### src/rtl/bus_arbiter_3_if.sv
// rtl/bus_arbiter_3_if.sv - request/grant bundle between three bus masters and the arbiter
interface bus_arbiter_3_if #(
  parameter int CNT_W = 4
);
  logic             m0_req;
  logic             m1_req;
  logic             m2_req;
  logic             m0_grant;
  logic             m1_grant;
  logic             m2_grant;
  logic [1:0]       grant_id;
  logic             bus_busy;
  logic [CNT_W-1:0] hold_cnt;

  modport master (
    output m0_req, m1_req, m2_req,
    input  m0_grant, m1_grant, m2_grant, grant_id, bus_busy, hold_cnt
  );

  modport slave (
    input  m0_req, m1_req, m2_req,
    output m0_grant, m1_grant, m2_grant, grant_id, bus_busy, hold_cnt
  );
endinterface

### src/rtl/bus_arbiter_3.sv
// rtl/bus_arbiter_3.sv - fixed-priority 3-master arbiter with hold limit, parked on m0
module bus_arbiter_3 #(
  parameter int MAX_HOLD = 8,
  parameter int CNT_W    = 4
) (
  input  logic            clk,
  input  logic            reset_n,
  bus_arbiter_3_if.slave  bus
);

  typedef enum logic [1:0] {
    G0 = 2'd0,
    G1 = 2'd1,
    G2 = 2'd2
  } state_t;

  localparam logic [CNT_W-1:0] HOLD_SAT  = {CNT_W{1'b1}};
  localparam logic [CNT_W-1:0] HOLD_LAST = (MAX_HOLD == 0) ? CNT_W'(0) : CNT_W'(MAX_HOLD - 1);

  state_t           state;
  logic [2:0]       grant_q;
  logic [1:0]       grant_id_q;
  logic [CNT_W-1:0] hold_q;

  logic [2:0] req;
  logic       own_req;
  logic       others;
  logic       forced;
  state_t     pick_any;
  state_t     pick_other;
  state_t     target;

  assign req = {bus.m2_req, bus.m1_req, bus.m0_req};

  function automatic logic [2:0] grant_of(state_t s);
    case (s)
      G0:      return 3'b001;
      G1:      return 3'b010;
      default: return 3'b100;
    endcase
  endfunction

  always_comb begin
    own_req    = 1'b0;
    others     = 1'b0;
    pick_other = G0;
    case (state)
      G0: begin
        own_req    = req[0];
        others     = req[1] | req[2];
        pick_other = req[1] ? G1 : G2;
      end
      G1: begin
        own_req    = req[1];
        others     = req[0] | req[2];
        pick_other = req[0] ? G0 : G2;
      end
      default: begin
        own_req    = req[2];
        others     = req[0] | req[1];
        pick_other = req[0] ? G0 : G1;
      end
    endcase
  end

  // With no request at all this falls through to G0, which is the park state.
  always_comb begin
    pick_any = G0;
    if (req[0])      pick_any = G0;
    else if (req[1]) pick_any = G1;
    else if (req[2]) pick_any = G2;
  end

  assign forced = (MAX_HOLD != 0) && own_req && others && (hold_q == HOLD_LAST);
  // pick_other is only taken when the owner still requests, i.e. a forced release.
  assign target = own_req ? pick_other : pick_any;

  always_ff @(posedge clk or negedge reset_n) begin
    if (!reset_n) begin
      state      <= G0;
      grant_q    <= 3'b001;
      grant_id_q <= 2'd0;
      hold_q     <= '0;
    end else if (own_req && !forced) begin
      if (hold_q != HOLD_SAT) begin
        hold_q <= hold_q + 1'b1;
      end
    end else begin
      state      <= target;
      grant_q    <= grant_of(target);
      grant_id_q <= target;
      hold_q     <= '0;
    end
  end

  assign bus.m0_grant = grant_q[0];
  assign bus.m1_grant = grant_q[1];
  assign bus.m2_grant = grant_q[2];
  assign bus.grant_id = grant_id_q;
  assign bus.hold_cnt = hold_q;
  assign bus.bus_busy = own_req;

endmodule

### src/flat_wrapper.sv
// flat-port wrapper written by rule: the top's interface ports become plain ports
module bus_arbiter_3_flat 
#(
  parameter int MAX_HOLD = 8,
  parameter int CNT_W    = 4
)
  (clk, reset_n, bus_m0_req, bus_m1_req, bus_m2_req, bus_m0_grant, bus_m1_grant, bus_m2_grant, bus_grant_id, bus_bus_busy, bus_hold_cnt);
  bus_arbiter_3_if #(.CNT_W(CNT_W)) bus_i ();
  input  logic clk;
  input  logic reset_n;
  input wire logic [$bits(bus_i.m0_req)-1:0] bus_m0_req;
  input wire logic [$bits(bus_i.m1_req)-1:0] bus_m1_req;
  input wire logic [$bits(bus_i.m2_req)-1:0] bus_m2_req;
  output wire logic [$bits(bus_i.m0_grant)-1:0] bus_m0_grant;
  output wire logic [$bits(bus_i.m1_grant)-1:0] bus_m1_grant;
  output wire logic [$bits(bus_i.m2_grant)-1:0] bus_m2_grant;
  output wire logic [$bits(bus_i.grant_id)-1:0] bus_grant_id;
  output wire logic [$bits(bus_i.bus_busy)-1:0] bus_bus_busy;
  output wire logic [$bits(bus_i.hold_cnt)-1:0] bus_hold_cnt;
  assign bus_i.m0_req = bus_m0_req;
  assign bus_i.m1_req = bus_m1_req;
  assign bus_i.m2_req = bus_m2_req;
  assign bus_m0_grant = bus_i.m0_grant;
  assign bus_m1_grant = bus_i.m1_grant;
  assign bus_m2_grant = bus_i.m2_grant;
  assign bus_grant_id = bus_i.grant_id;
  assign bus_bus_busy = bus_i.bus_busy;
  assign bus_hold_cnt = bus_i.hold_cnt;
  bus_arbiter_3 #(.MAX_HOLD(MAX_HOLD), .CNT_W(CNT_W)) u_core (.clk(clk), .reset_n(reset_n), .bus(bus_i));
endmodule
### config.mk
export PLATFORM = sky130hd
export DESIGN_NAME = bus_arbiter_3_flat
export DESIGN_NICKNAME = d
export VERILOG_FILES = /design/src/rtl/bus_arbiter_3_if.sv /design/src/rtl/bus_arbiter_3.sv /design/src/flat_wrapper.sv
export SDC_FILE = /design/constraint.sdc
export NUM_CORES = 1
export LEC_CHECK = 0
export ABC_AREA = 1
export BUFFER_PORTS_ARGS = -buffer_cell sky130_fd_sc_hd__buf_2
export CORE_AREA = 2 2 39 41
export DETAILED_ROUTE_END_ITERATION = 6
export DIE_AREA = 0 0 41 43
export PLACE_DENSITY_LB_ADDON = 0.12
export SETUP_SLACK_MARGIN = 0.05
export SYNTH_ARGS = -nofsm -noshare
export SYNTH_HDL_FRONTEND = slang
export SYNTH_SLANG_ARGS = --single-unit
### constraint.sdc
create_clock -name clk -period 1.75 [get_ports clk]
set_clock_uncertainty 0.15 [all_clocks]
set_input_delay 0 -clock clk [delete_from_list [all_inputs] [get_ports clk]]
set_output_delay 0 -clock clk [all_outputs]
set_load 0.01 [all_outputs]
==> results of run 1 <==
-- layout make-up --
cell class | count | area, sq um | area share (%)
repair buffers | 16 | 90.1 | 13.7
clock buffers | 4 | 26.3 | 3.99
inverters | 8 | 30.0 | 4.56
flip-flops and latches | 8 | 201 | 30.6
multi-input cells | 55 | 290 | 44.1
well taps | 16 | 20.0 | 3.04
-- kinds of logic (layout without fill, tap and decap cells) --
logic type | count (synthesis) | count (layout)
XOR/XNOR | 2 | 2
AND/OR/NAND/NOR | 46 | 46
adder cells (fa/ha/maj) | 1 | 1
AO/OA/AOI/OAI | 6 | 6
buffers and inverters | 9 | 28
flip-flops | 8 | 8
-- registers in the layout, summed over array words and instances, names as in the netlist --
signal,count
u_core.bus.hold_cnt,4
u_core.bus.grant_id,2
u_core.grant_q,2
-- timing repair --
item	4_1_cts	5_1_grt
setup endpoints to repair	0	0
hold buffers	2	0
hold endpoints to repair	8	0
gates resized for setup	0	0
-- cell usage in the layout, fill, tap and decap left out, types with 2 or more instances in the layout --
| cell | instances |
|---|---|
| sky130_fd_sc_hd__nand2_1 | 25 |
| sky130_fd_sc_hd__buf_2 | 14 |
| sky130_fd_sc_hd__inv_1 | 7 |
| sky130_fd_sc_hd__dfrtp_1 | 7 |
| sky130_fd_sc_hd__nand3_1 | 6 |
| sky130_fd_sc_hd__nand2_2 | 5 |
| sky130_fd_sc_hd__nor2_1 | 4 |
| sky130_fd_sc_hd__clkbuf_4 | 3 |
| sky130_fd_sc_hd__a21oi_1 | 2 |
| sky130_fd_sc_hd__o21ai_0 | 2 |
| sky130_fd_sc_hd__dlygate4sd3_1 | 2 |
-- report_power, final --
group	leakage, nW	switching [W]	internal, W	total (W)
logic	0.259	0.000362	0.000237	0.000599
registers	0.101	0.0000836	0.000274	0.000357
clock network	0.0150	0.0000551	0.0000867	0.000142
-- critical path, cell delays in order, from the launching register on --
cell                      delay, ns
sky130_fd_sc_hd__dfrtp_1       0.41
sky130_fd_sc_hd__ha_1          0.23
sky130_fd_sc_hd__nand2_1       0.08
sky130_fd_sc_hd__nor2_1        0.06
sky130_fd_sc_hd__nand2_1       0.09
sky130_fd_sc_hd__inv_2         0.04
sky130_fd_sc_hd__a21oi_2       0.20
sky130_fd_sc_hd__nand2_1       0.07
sky130_fd_sc_hd__o21ai_1       0.08
-- how the worst max path moves through the flow --
| stage | start | end | slack [ns] |
|---|---|---|---|
| 2_1_floorplan | u_core.bus.hold_cnt[0]$_DFFE_PN0P_ | u_core.bus.grant_id[0]$_DFFE_PN0N_ | 0.33 |
| 3_3_place_gp | u_core.bus.hold_cnt[0]$_DFFE_PN0P_ | u_core.bus.grant_id[1]$_DFFE_PN0N_ | 0.27 |
| 3_5_place_dp | u_core.bus.hold_cnt[0]$_DFFE_PN0P_ | u_core.bus.grant_id[0]$_DFFE_PN0N_ | 0.27 |
| 4_1_cts | u_core.bus.hold_cnt[0]$_DFFE_PN0P_ | u_core.bus.grant_id[0]$_DFFE_PN0N_ | 0.25 |
| 5_1_grt | u_core.bus.hold_cnt[0]$_DFFE_PN0P_ | u_core.grant_q[1]$_DFFE_PN0N_ | 0.15 |
| 6_report | u_core.bus.hold_cnt[0]$_DFFE_PN0P_ | u_core.bus.grant_id[1]$_DFFE_PN0N_ | 0.27 |
-- per-stage QoR --
stage,util [%],instances,hold slack [ns]
after CTS,47.6,107,0.0288
after detailed placement,44.2,101,-0.306
after global placement,44.2,101,-0.303
after global routing,47.6,107,0.0391
after floorplan,-,72,-0.446
final,47.6,107,0.0380
-- routing by layer --
metal / GRT usage, % / vias to the layer above
li1: - / 263
met1: 18.0 / 227
met2: 20.9 / 10
met3: 1.57 / 2
met4: 12.0 / 0
met5: 0 / -
==> results summary, run 1 <==
The flow ran to the end, and the final reports show no timing, DRC or antenna violations. The routed design could run at a clock period as short as 1.48 ns. In the routed design, unresolved DRC markers number 0. The slew at the pin closest to its max-slew limit is 0.295 ns. The critical path data arrival time came out at approximately 1.5 ns. The min-delay analysis places its worst path in the category in2reg. The library cell occupying the most area in the post-synthesis netlist is sky130_fd_sc_hd__dfrtp_1. The per-cell routed wire length is between 9 and 10 microns.

The share of cells above drive strength 1 came out at around a third. The via count of the first global-routing pass is 445. The number of setup buffers added after CTS is 0. The worst hold path was traced through 5 stages. The estimated wirelength of the detail-placed design is approximately 870 microns. The die extent in x is slightly above 40 microns. The highest net fanout along the worst path is 5. The number of fillers in the final layout came out at 156. The effective utilization at floorplan is between 30% and 40%. The clock transition at the registers of the reported paths is roughly 0.050 ns. The power density normalized to cell area came out at 1670 nW/um^2. In the final design database the tool counted 98 nets.

The detailed-routed wire length on met3 came out at ~29 microns. The met2 layer wire length in the routed design is 517 microns. Clock tree synthesis found a total of 8 sinks.

The worst setup path is captured at a flip-flop. With fillers left out, the area of the finished cells amounts to ~660 sq um. The post-synthesis average cell area is between 7 and 8 sq um. After synthesis, the largest area contributor takes up approximately 33% of total cell area.

The highest layer touched by signal routing is met4. The XOR/XNOR share of the synthesized area came out at between 3 and 4%. STA puts the critical path data required time at between 1.5 and 2 ns. The overall power of the completed layout is 0.00110 W. The congestion estimate from routability-driven global placement came to 0.747.

The critical path startpoint category is a flip-flop. The number of max-capacitance violations reported is 0. The tree is rooted in a sky130_fd_sc_hd__clkbuf_4. The analysis attributes to cell leakage a power of about 0.37 nW. The clock passes through at most 2 buffers. In this run the count of I/O pins placed on the die edge is 15. By count the netlist is led by 25 x sky130_fd_sc_hd__nand2_1, 7 x sky130_fd_sc_hd__dfrtp_1, 7 x sky130_fd_sc_hd__inv_1. 0 antenna diodes ended up in the layout. VDD sags by at most about 0.75 mV. The tightest slew margin relative to the limit is between 80% and 90%. The launch point of the worst hold path is bus_m2_req.

The first-pass iteration count of the detailed router is 2. For flop-to-flop paths, the worst setup slack is 0.27 ns. The warning count from the yosys run came out at 0. By area, the combinational part of the netlist is dominated by simple AND/OR/NAND/NOR gates. The final-report hold violation count came out at 0. The region available for standard cell placement spans 1380 sq um.

Of the post-synthesis cell area, the part taken by muxes is 0%. The critical register-to-register path endpoint is u_core.bus.grant_id[1]$_DFFE_PN0N_. The maximum level of the CTS H-tree is 1. The synthesized netlist devotes between 6 and 7% of its cell area to compound gates.

The async set or reset register ratio after synthesis is between 90% and 100%. The count of final max-slew check failures is 0. The critical path is of the reg2reg type. The number of distinct library cell variants in the gate-level netlist after synthesis came out at 22. The via count came out at approximately 500.

The initial antenna violation count is 0. The total routed wire length on the met1 layer came out at 467 microns. The first global-routing pass estimated around 1700 microns of wire.

The synthesis-to-finish area growth is 24.3%. The startpoint of the worst register-to-register path is u_core.bus.hold_cnt[0]$_DFFE_PN0P_. The floorplan step set the die height to 43 microns. The maximum operating frequency is about 680 MHz. Setup repair after global routing left no endpoint under its margin.

The area after detailed placement is 612 sq um. Sorting the synthesized cells by area gives the leading types as sky130_fd_sc_hd__dfrtp_1 33%, sky130_fd_sc_hd__nand2_1 18%, sky130_fd_sc_hd__nand2_2 5.9%. Clock tree synthesis inserted a total of 3 buffers. The fraction of the mapped netlist area in simple logic gates came out at a little over two fifths. Global routing finished with a remaining overflow of 0. The most frequently used cell type in the post-synthesis netlist is sky130_fd_sc_hd__nand2_1. In this run the remaining antenna-violating nets after routing total 0. Setup violations remaining at the end of the flow were counted as 0.

The cell area that synthesis handed to floorplanning was between 500 and 600 sq um. Clock latency on the worst-skew pair, taken at its later pin, is approximately 0.25 ns. The worst hold path terminates at u_core.bus.grant_id[1]$_DFFE_PN0N_.

The share of the cycle needed by the critical path after routing came out at between 80% and 90%. TritonCTS built the clock tree. The floorplan has 14 rows. The final layout contains routed wiring with a total length of around 1000 microns. The via density per instance came out at 4.69.

The cell depth of the worst flop-to-flop path is 8. Prior to clock tree synthesis, the placed netlist has a worst setup slack of around 0.27 ns. The sequential element share of the synthesized area came out at 38.1%.

For this run, the leading register cell type out of synthesis is sky130_fd_sc_hd__dfrtp_1. The post-synth net total came out at 78. The number of I/O port buffers is 14.

The pin count of the biggest net entering global routing came out at 8. The slack of the critical path is 0.271 ns. The floorplan step defined a die boundary enclosing around 1800 sq um. The count of flip-flops with a built-in enable after synthesis came out at 0.

In the global route stage, overall resource usage came out at 14.4%. The sum of negative setup slack came out at 0 ns. The DRC marker count from the first detailed-route iteration is 6.

The adder and majority gate portion of the synthesized area came out at roughly 2.4%. The number of synthesized register bits is 8. In the synthesized netlist, the number of instances is around 70.
(Power assumes the default switching activity.)
==> inputs of run 2 (changes only) <==
Clock period 1.75 ns to 1.4 ns, I/O delays scaled along.
==> run 2 against run 1 <==
Cell area is 22% higher. Non-clock buffer count rose by 7. Die area stayed put.
==> results summary, run 2 (synthesis results as in run 1) <==
The count of nets after finishing came out at 105 (+7.1%). The type of the worst min-delay path is in2reg. The worst hold path terminates at u_core.grant_q[0]$_DFFE_PN1N_. In this run the top signal layer used is met3. The initial antenna violation count is 0 (unchanged). The static power due to leakage is 0.437 nW (+17%). The worst register-to-register path ends at u_core.grant_q[1]$_DFFE_PN0N_. The slew at the pin closest to its max-slew limit is 0.335 ns (+0.0402 ns). The cell depth of the worst hold path came out at 6 (+1).

The minimum clock period after layout came out at 1.38 ns (-0.0953 ns). The routed wire length is 1230 microns (+20%). The effective utilization at floorplan came out at 38.2% (unchanged). The DRC marker count from the first detailed-route iteration was 16 (+10). The total routed wire length on the met1 layer is 546 microns (+17%). The count of final max-slew check failures is 0 (unchanged). The power density normalized to cell area is 2060 nW/um^2 (+24%). Leaving out fill and tap cells, the most frequent cell in the layout is sky130_fd_sc_hd__nand2_1.

The I/O pin count came out at 15 (unchanged). CTS placed an instance of sky130_fd_sc_hd__clkbuf_4 at the clock tree root. The clock latency on the worst-skew pair is 0.26 ns (about the same). The maximum operating frequency is 723 MHz (+6.9%). The total CTS buffers is 3 (unchanged). The final-report hold violation count came out at 0 (unchanged). The number of I/O port buffers came out at 14 (unchanged). STA classifies the critical path endpoint as a flip-flop. The path type of the worst setup path is reg2reg. The number of fillers in the final layout came out at 147 (-5.8%). The via count of the first global-routing pass came out at 454 (+2.0%). The worst vdd rail ir drop was 1.12 mV (+50%). The area used by sequential logic in the layout came to 204 sq um (+1.2%).

The total overflow reported by the global router came to 0 (unchanged). In the layout the commonest cells are 17 x sky130_fd_sc_hd__nand2_1, 13 x sky130_fd_sc_hd__buf_2, 11 x sky130_fd_sc_hd__nand2_2. The pin count of the biggest net entering global routing is 8 (unchanged).

The maximum level of the CTS H-tree is 1 (unchanged). The critical path data arrival time is 1.42 ns (-0.08 ns). The via count is 539 (+7.4%). The share of the cycle needed by the critical path after routing is 98.9% (+14 points). The remaining design rule violation count is 0 (unchanged). The die area came out at 1760 sq um (unchanged). The residual antenna-violating net count after detailed routing is 0 (unchanged). The routability-driven placement congestion ratio was 0.893 (+19%).

The first-pass iteration count of the detailed router is 4 (+2). Setup repair after global routing could not meet its margin everywhere. The per-cell routed wire length was 10.8 microns (+13%). The post-placement setup slack came out at -0.0184 ns (-0.286 ns).

The estimated wirelength of the detail-placed design is 884 microns (+1.4%). TritonCTS built the clock tree. The number of max-capacitance violations reported is 0 (unchanged). The number of rows in the core area is 14 (unchanged).

The startpoint identified for the worst hold timing path is bus_m1_req. The detailed-routed wire length on met3 is 67 microns (+130%). The synthesis-to-finish area growth came out at 51.3%. The number of antenna cells inserted is 0 (unchanged). The cell depth of the worst flop-to-flop path is 9 (+1). The die extent in x was 41 microns (unchanged). The area occupied by multi-input gates is 369 sq um (+27%). The run finished with clean final reports. The final number of setup-violating endpoints came out at 0 (unchanged).

The largest buffer count on any clock path is 2 (unchanged). The area of the core came out at 1380 sq um (unchanged). The highest net fanout along the worst path came to 5 (unchanged). The tightest slew margin relative to the limit is 77.6% (-2.7 points). The startpoint of the worst register-to-register path is u_core.bus.hold_cnt[0]$_DFFE_PN0P_. The worst setup path is launched from a flip-flop. The endpoint required time on the critical path came out at 1.44 ns (-0.33 ns). The clock transition at the registers of the reported paths is 0.06 ns (about the same). The count of clock tree sinks is 8 (unchanged). The height of the die came out at 43 microns (unchanged). The sum of negative setup slack is 0 ns (unchanged). The met2 layer wire length in the routed design came out at 616 microns (+19%). The share of cells above drive strength 1 is 56.1% (+24 points).

The reg-to-reg setup timing slack is 0.02 ns (-0.25 ns). The via density per instance is 4.73 (+0.78%). The global-route wire length before repair is 1800 microns (+7.4%). The overall routing resource usage came out at 15.3% (+0.93 points).

The slack of the critical path came out at 0.0159 ns (-0.255 ns). The flip-flop count of the largest register after layout is 4 (unchanged).
## run 2: cell types whose count changed in the layout (fill, tap and decap cells not counted), sizes merged
cell  change
buf       +7
## run 2: worst max path at each step
stage | slack (ns) | endpoint | start | depth (start not counted)
floorplan | -0.006 | u_core.bus.grant_id[0]$_DFFE_PN0N_ | u_core.bus.hold_cnt[0]$_DFFE_PN0P_ | 9
global placement | -0.02 | u_core.grant_q[0]$_DFFE_PN1N_ | u_core.bus.hold_cnt[0]$_DFFE_PN0P_ | 9
detailed placement | -0.02 | u_core.grant_q[1]$_DFFE_PN0N_ | u_core.bus.hold_cnt[0]$_DFFE_PN0P_ | 9
CTS | 0.001 | u_core.grant_q[0]$_DFFE_PN1N_ | u_core.bus.hold_cnt[1]$_DFFE_PN0P_ | 9
global route | -0.08 | u_core.bus.grant_id[1]$_DFFE_PN0N_ | u_core.bus.grant_id[1]$_DFFE_PN0N_ | 7
finish | 0.02 | u_core.grant_q[1]$_DFFE_PN0N_ | u_core.bus.hold_cnt[0]$_DFFE_PN0P_ | 9
## run 2: stage by stage
step	instances	utilization (%)	hold slack, ns	power [W]	area, sq um
CTS	114	55.1	0.00787	0.00160	762
floorplan	72	-	-0.446	0.00101	537
detailed placement	107	48.0	-0.300	0.00129	664
global route	114	57.9	0.0620	0.00180	801
finish	114	57.9	0.0300	0.00165	801
global placement	107	48.0	-0.298	0.00130	664
## run 2: layer usage
layer / vias to the layer above / track usage (%)
met5: - / 0
met3: 0 / 6.28
met2: 17 / 23.1
met1: 245 / 19.6
met4: 0 / 4.00
li1: 277 / -
## run 2: layout make-up
type,instances,area share [%]
repair buffers,23,18.6
clock buffers,4,3.28
well taps,16,2.50
inverters,8,4.06
multi-input cells,55,46.1
flip-flops and latches,8,25.5
## run 2: worst max-delay path, cell delays in order (launching register included)
cell,delay [ns]
sky130_fd_sc_hd__dfrtp_1,0.35
sky130_fd_sc_hd__ha_2,0.19
sky130_fd_sc_hd__nand2_2,0.07
sky130_fd_sc_hd__nor2_4,0.11
sky130_fd_sc_hd__nand2_2,0.06
sky130_fd_sc_hd__inv_2,0.08
sky130_fd_sc_hd__nand2_2,0.07
sky130_fd_sc_hd__nand2_4,0.09
sky130_fd_sc_hd__nand3_2,0.07
sky130_fd_sc_hd__nand2_1,0.07
## run 2: repair_timing
item                                   4_1_cts  5_1_grt
pin swaps                                   14       10
hold buffers                                 2        0
gates cloned                                 0        0
setup endpoints to repair                    8        8
endpoints found under the hold margin        8        0
setup buffers                                1        0
gates resized for setup                     15       10
## run 2: where the power goes
group	switching, W	internal, W
logic	0.000567	0.000438
registers	0.000110	0.000347
clock network	0.0000804	0.000109
==> inputs of run 3 (changes only) <==
Settings changed: REMOVE_ABC_BUFFERS set to 1.
==> run 3 against run 2 <==
Count of clock-buffer cells in the layout unchanged. Sequential power shrank 1%. First-iteration DRC count is 19% lower. Via count shrank 1.3%. Sequential share of layout area shrank 0.079 points. Routed wire length rose by 5.7%. Cell area is 0.31% higher. Combinational power up 10%. Critical endpoint is now u_core.bus.grant_id[1]$_DFFE_PN0N_. Non-clock buffer count grew 2. Critical path depth is 1 lower. Core utilization up 0.18 points.
==> results summary, run 3 (synthesis results as in run 1) <==
The run finished with clean final reports. The number of fillers in the final layout is 143 (-2.7%). The initial antenna violation count was 0 (unchanged). The number of max-capacitance violations reported is 0 (unchanged). The critical path startpoint category is a flip-flop. The first-pass iteration count of the detailed router is 4 (unchanged). The largest buffer count on any clock path was 2 (unchanged). The routed wire length is 1300 microns (+5.7%). The clock latency on the worst-skew pair came out at 0.26 ns (about the same). The tightest min-delay check is of the in2reg type. The number of I/O port buffers came to 14 (unchanged). The element type at the critical path end is a flip-flop. The pin count of the biggest net entering global routing came out at 8 (unchanged). The height of the die came out at 43 microns (unchanged).

The fraction of the core area covered by cells at the end of the flow came out at 58.0% (+0.18 points). The final number of setup-violating endpoints is 0 (unchanged). The total CTS buffers came to 3 (unchanged). The slew at the pin closest to its max-slew limit came out at 0.332 ns (-0.00318 ns). The critical path data arrival time is 1.42 ns (about the same). The share of cells above drive strength 1 came out at 55.0% (-1.1 points).

The DRC marker count from the first detailed-route iteration is 13 (-3). Setup repair after global routing could not meet its margin everywhere. The reg-to-reg setup timing slack came out at 0.003 ns (about the same).

The maximum operating frequency came out at 716 MHz (-0.96%). The static power due to leakage is 0.430 nW (-1.7%). The via count of the first global-routing pass was 537 (+18%).

The per-cell routed wire length came out at 11.2 microns (+3.9%). The overall routing resource usage was 18.5% (+3.2 points). The cell depth of the worst flop-to-flop path is 8 (-1). The total overflow reported by the global router was 0 (unchanged). The die area is 1760 sq um (unchanged). The final-report hold violation count came out at 0 (unchanged). The number of rows in the core area is 14 (unchanged). The number of antenna cells inserted is 0 (unchanged).

The remaining design rule violation count is 0 (unchanged). The highest net fanout along the worst path came out at 5 (unchanged). The count of final max-slew check failures is 0 (unchanged). The endpoint required time on the critical path came out at 1.42 ns (-0.02 ns). The power density normalized to cell area came to 2160 nW/um^2 (+4.9%). The tightest slew margin relative to the limit is 77.8% (+0.21 points). In this run the clock root is driven by a sky130_fd_sc_hd__clkbuf_4. The count of clock tree sinks came out at 8 (unchanged). The residual antenna-violating net count after detailed routing came out at 0 (unchanged). The startpoint identified for the worst register-to-register timing path is u_core.bus.hold_cnt[0]$_DFFE_PN0P_. The estimated wirelength of the detail-placed design came out at 944 microns (+6.8%). The clock transition at the registers of the reported paths is 0.06 ns (about the same). The share of the cycle needed by the critical path after routing is 99.8% (+0.96 points). The critical path starts at u_core.bus.hold_cnt[0]$_DFFE_PN0P_. In this run the worst setup path terminates at u_core.bus.grant_id[1]$_DFFE_PN0N_. The global-route wire length before repair was 2210 microns (+23%). Walking the worst path, the cells encountered are ha_2 > nand2_2 > nor2_4 > nand2_2 > inv_2 > a21oi_4 > nand2_1 > o21ai_1. The die extent in x came out at 41 microns (unchanged). The longest individual stage delay on the worst path is 0.40 ns (+0.05 ns). The endpoint identified for the worst register-to-register timing path is u_core.bus.grant_id[1]$_DFFE_PN0N_.

The area of the core is 1380 sq um (unchanged). The count of nets after finishing was 107 (+1.9%). The I/O pin count came out at 15 (unchanged).

The maximum level of the CTS H-tree was 1 (unchanged). The final-layout worst hold slack is 0.0308 ns (+0.000816 ns). The critical path is of the reg2reg type.

The routability-driven placement congestion ratio came out at 0.896 (+0.36%). Leaving out fill and tap cells, the most frequent cell in the layout is sky130_fd_sc_hd__nand2_1. The worst vdd rail ir drop is 0.934 mV (-16%). The flip-flop count of the largest register after layout is 4 (unchanged).

The via count is 532 (-1.3%). The synthesis-to-finish area growth came out at 51.8%. The via density per instance is 4.59 (-3.0%). The startpoint identified for the worst hold timing path is bus_m1_req. The cell repeated most along the worst path is sky130_fd_sc_hd__nand2_2. The slowest stage of the critical path belongs to the cell sky130_fd_sc_hd__dfrtp_1. TritonCTS built the clock tree. In the layout the commonest cells are 19 x sky130_fd_sc_hd__nand2_1, 13 x sky130_fd_sc_hd__buf_2, 10 x sky130_fd_sc_hd__nand2_2.

The minimum clock period after layout came out at 1.40 ns (+0.0134 ns). The effective utilization at floorplan is 38.2% (unchanged).
## run 3: cell types whose count changed in the layout (fill, tap and decap cells not counted), sizes merged
cell  before  now
buf       21   23
## run 3: worst min path at each step
stage | to | slack [ns] | depth (start not counted)
after detailed placement | u_core.bus.hold_cnt[3]$_DFFE_PN0P_ | -0.30 | 1
after global placement | u_core.bus.hold_cnt[3]$_DFFE_PN0P_ | -0.30 | 1
after CTS | u_core.bus.grant_id[0]$_DFFE_PN0N_ | 0.02 | 5
after floorplan | u_core.bus.grant_id[0]$_DFFE_PN0N_ | -0.45 | 0
after global routing | u_core.bus.grant_id[0]$_DFFE_PN0N_ | 0.07 | 5
final | u_core.grant_q[1]$_DFFE_PN0N_ | 0.03 | 5
## run 3: cell type report
type	count	area, sq um	area share, %
clock buffers	4	26.3	3.27
inverters	8	32.5	4.05
multi-input cells	55	357	44.4
flip-flops and latches	8	204	25.4
well taps	16	20.0	2.49
repair buffers	25	164	20.4
## run 3: routing by layer
layer | share of wire, % | global-route usage, %
met1 | 43 | 24.1
met2 | 50 | 27.5
met3 | 5.3 | 4.71
met4 | 2.4 | 8.67
met5 | 0 | 0
## run 3: worst max-delay path: cells and delay by family, from the launching register on
family                     cells  cell delay [ns]
and+or+nand+nor                4             0.24
AOI/OAI and AO/OA              2             0.27
DFF                            1             0.40
buffers and inverters          1             0.05
adders and majority gates      1             0.19
## run 3: power by group
group / switching [W] / internal [W] / leakage (nW)
Combinational: 0.000607 / 0.000488 / 0.317
Clock: 0.0000817 / 0.000109 / 0.0150
Sequential: 0.000104 / 0.000347 / 0.0982
Total: 0.000793 / 0.000945 / 0.430
## run 3: stage by stage
step | std cells | instance area [sq um] | total power [W] | TNS, ns | worst slack [ns]
global route | 116 | 803 | 0.00189 | -0.321 | -0.0859
floorplan | 71 | 522 | 0.000974 | -0.120 | -0.0483
detailed placement | 107 | 657 | 0.00130 | -0.205 | -0.0789
finish | 116 | 803 | 0.00174 | 0 | 0.00252
CTS | 114 | 753 | 0.00162 | 0 | 0.00741
global placement | 107 | 657 | 0.00130 | -0.201 | -0.0664
## run 3: timing repair
item                       in CTS  in global routing
buffers inserted                1                  2
hold endpoints to repair        8                  0
gates resized for setup        13                 13
pin swaps                       2                 10
hold buffers                    2                  0
setup endpoints to repair       8                  8
cloned                          0                  0
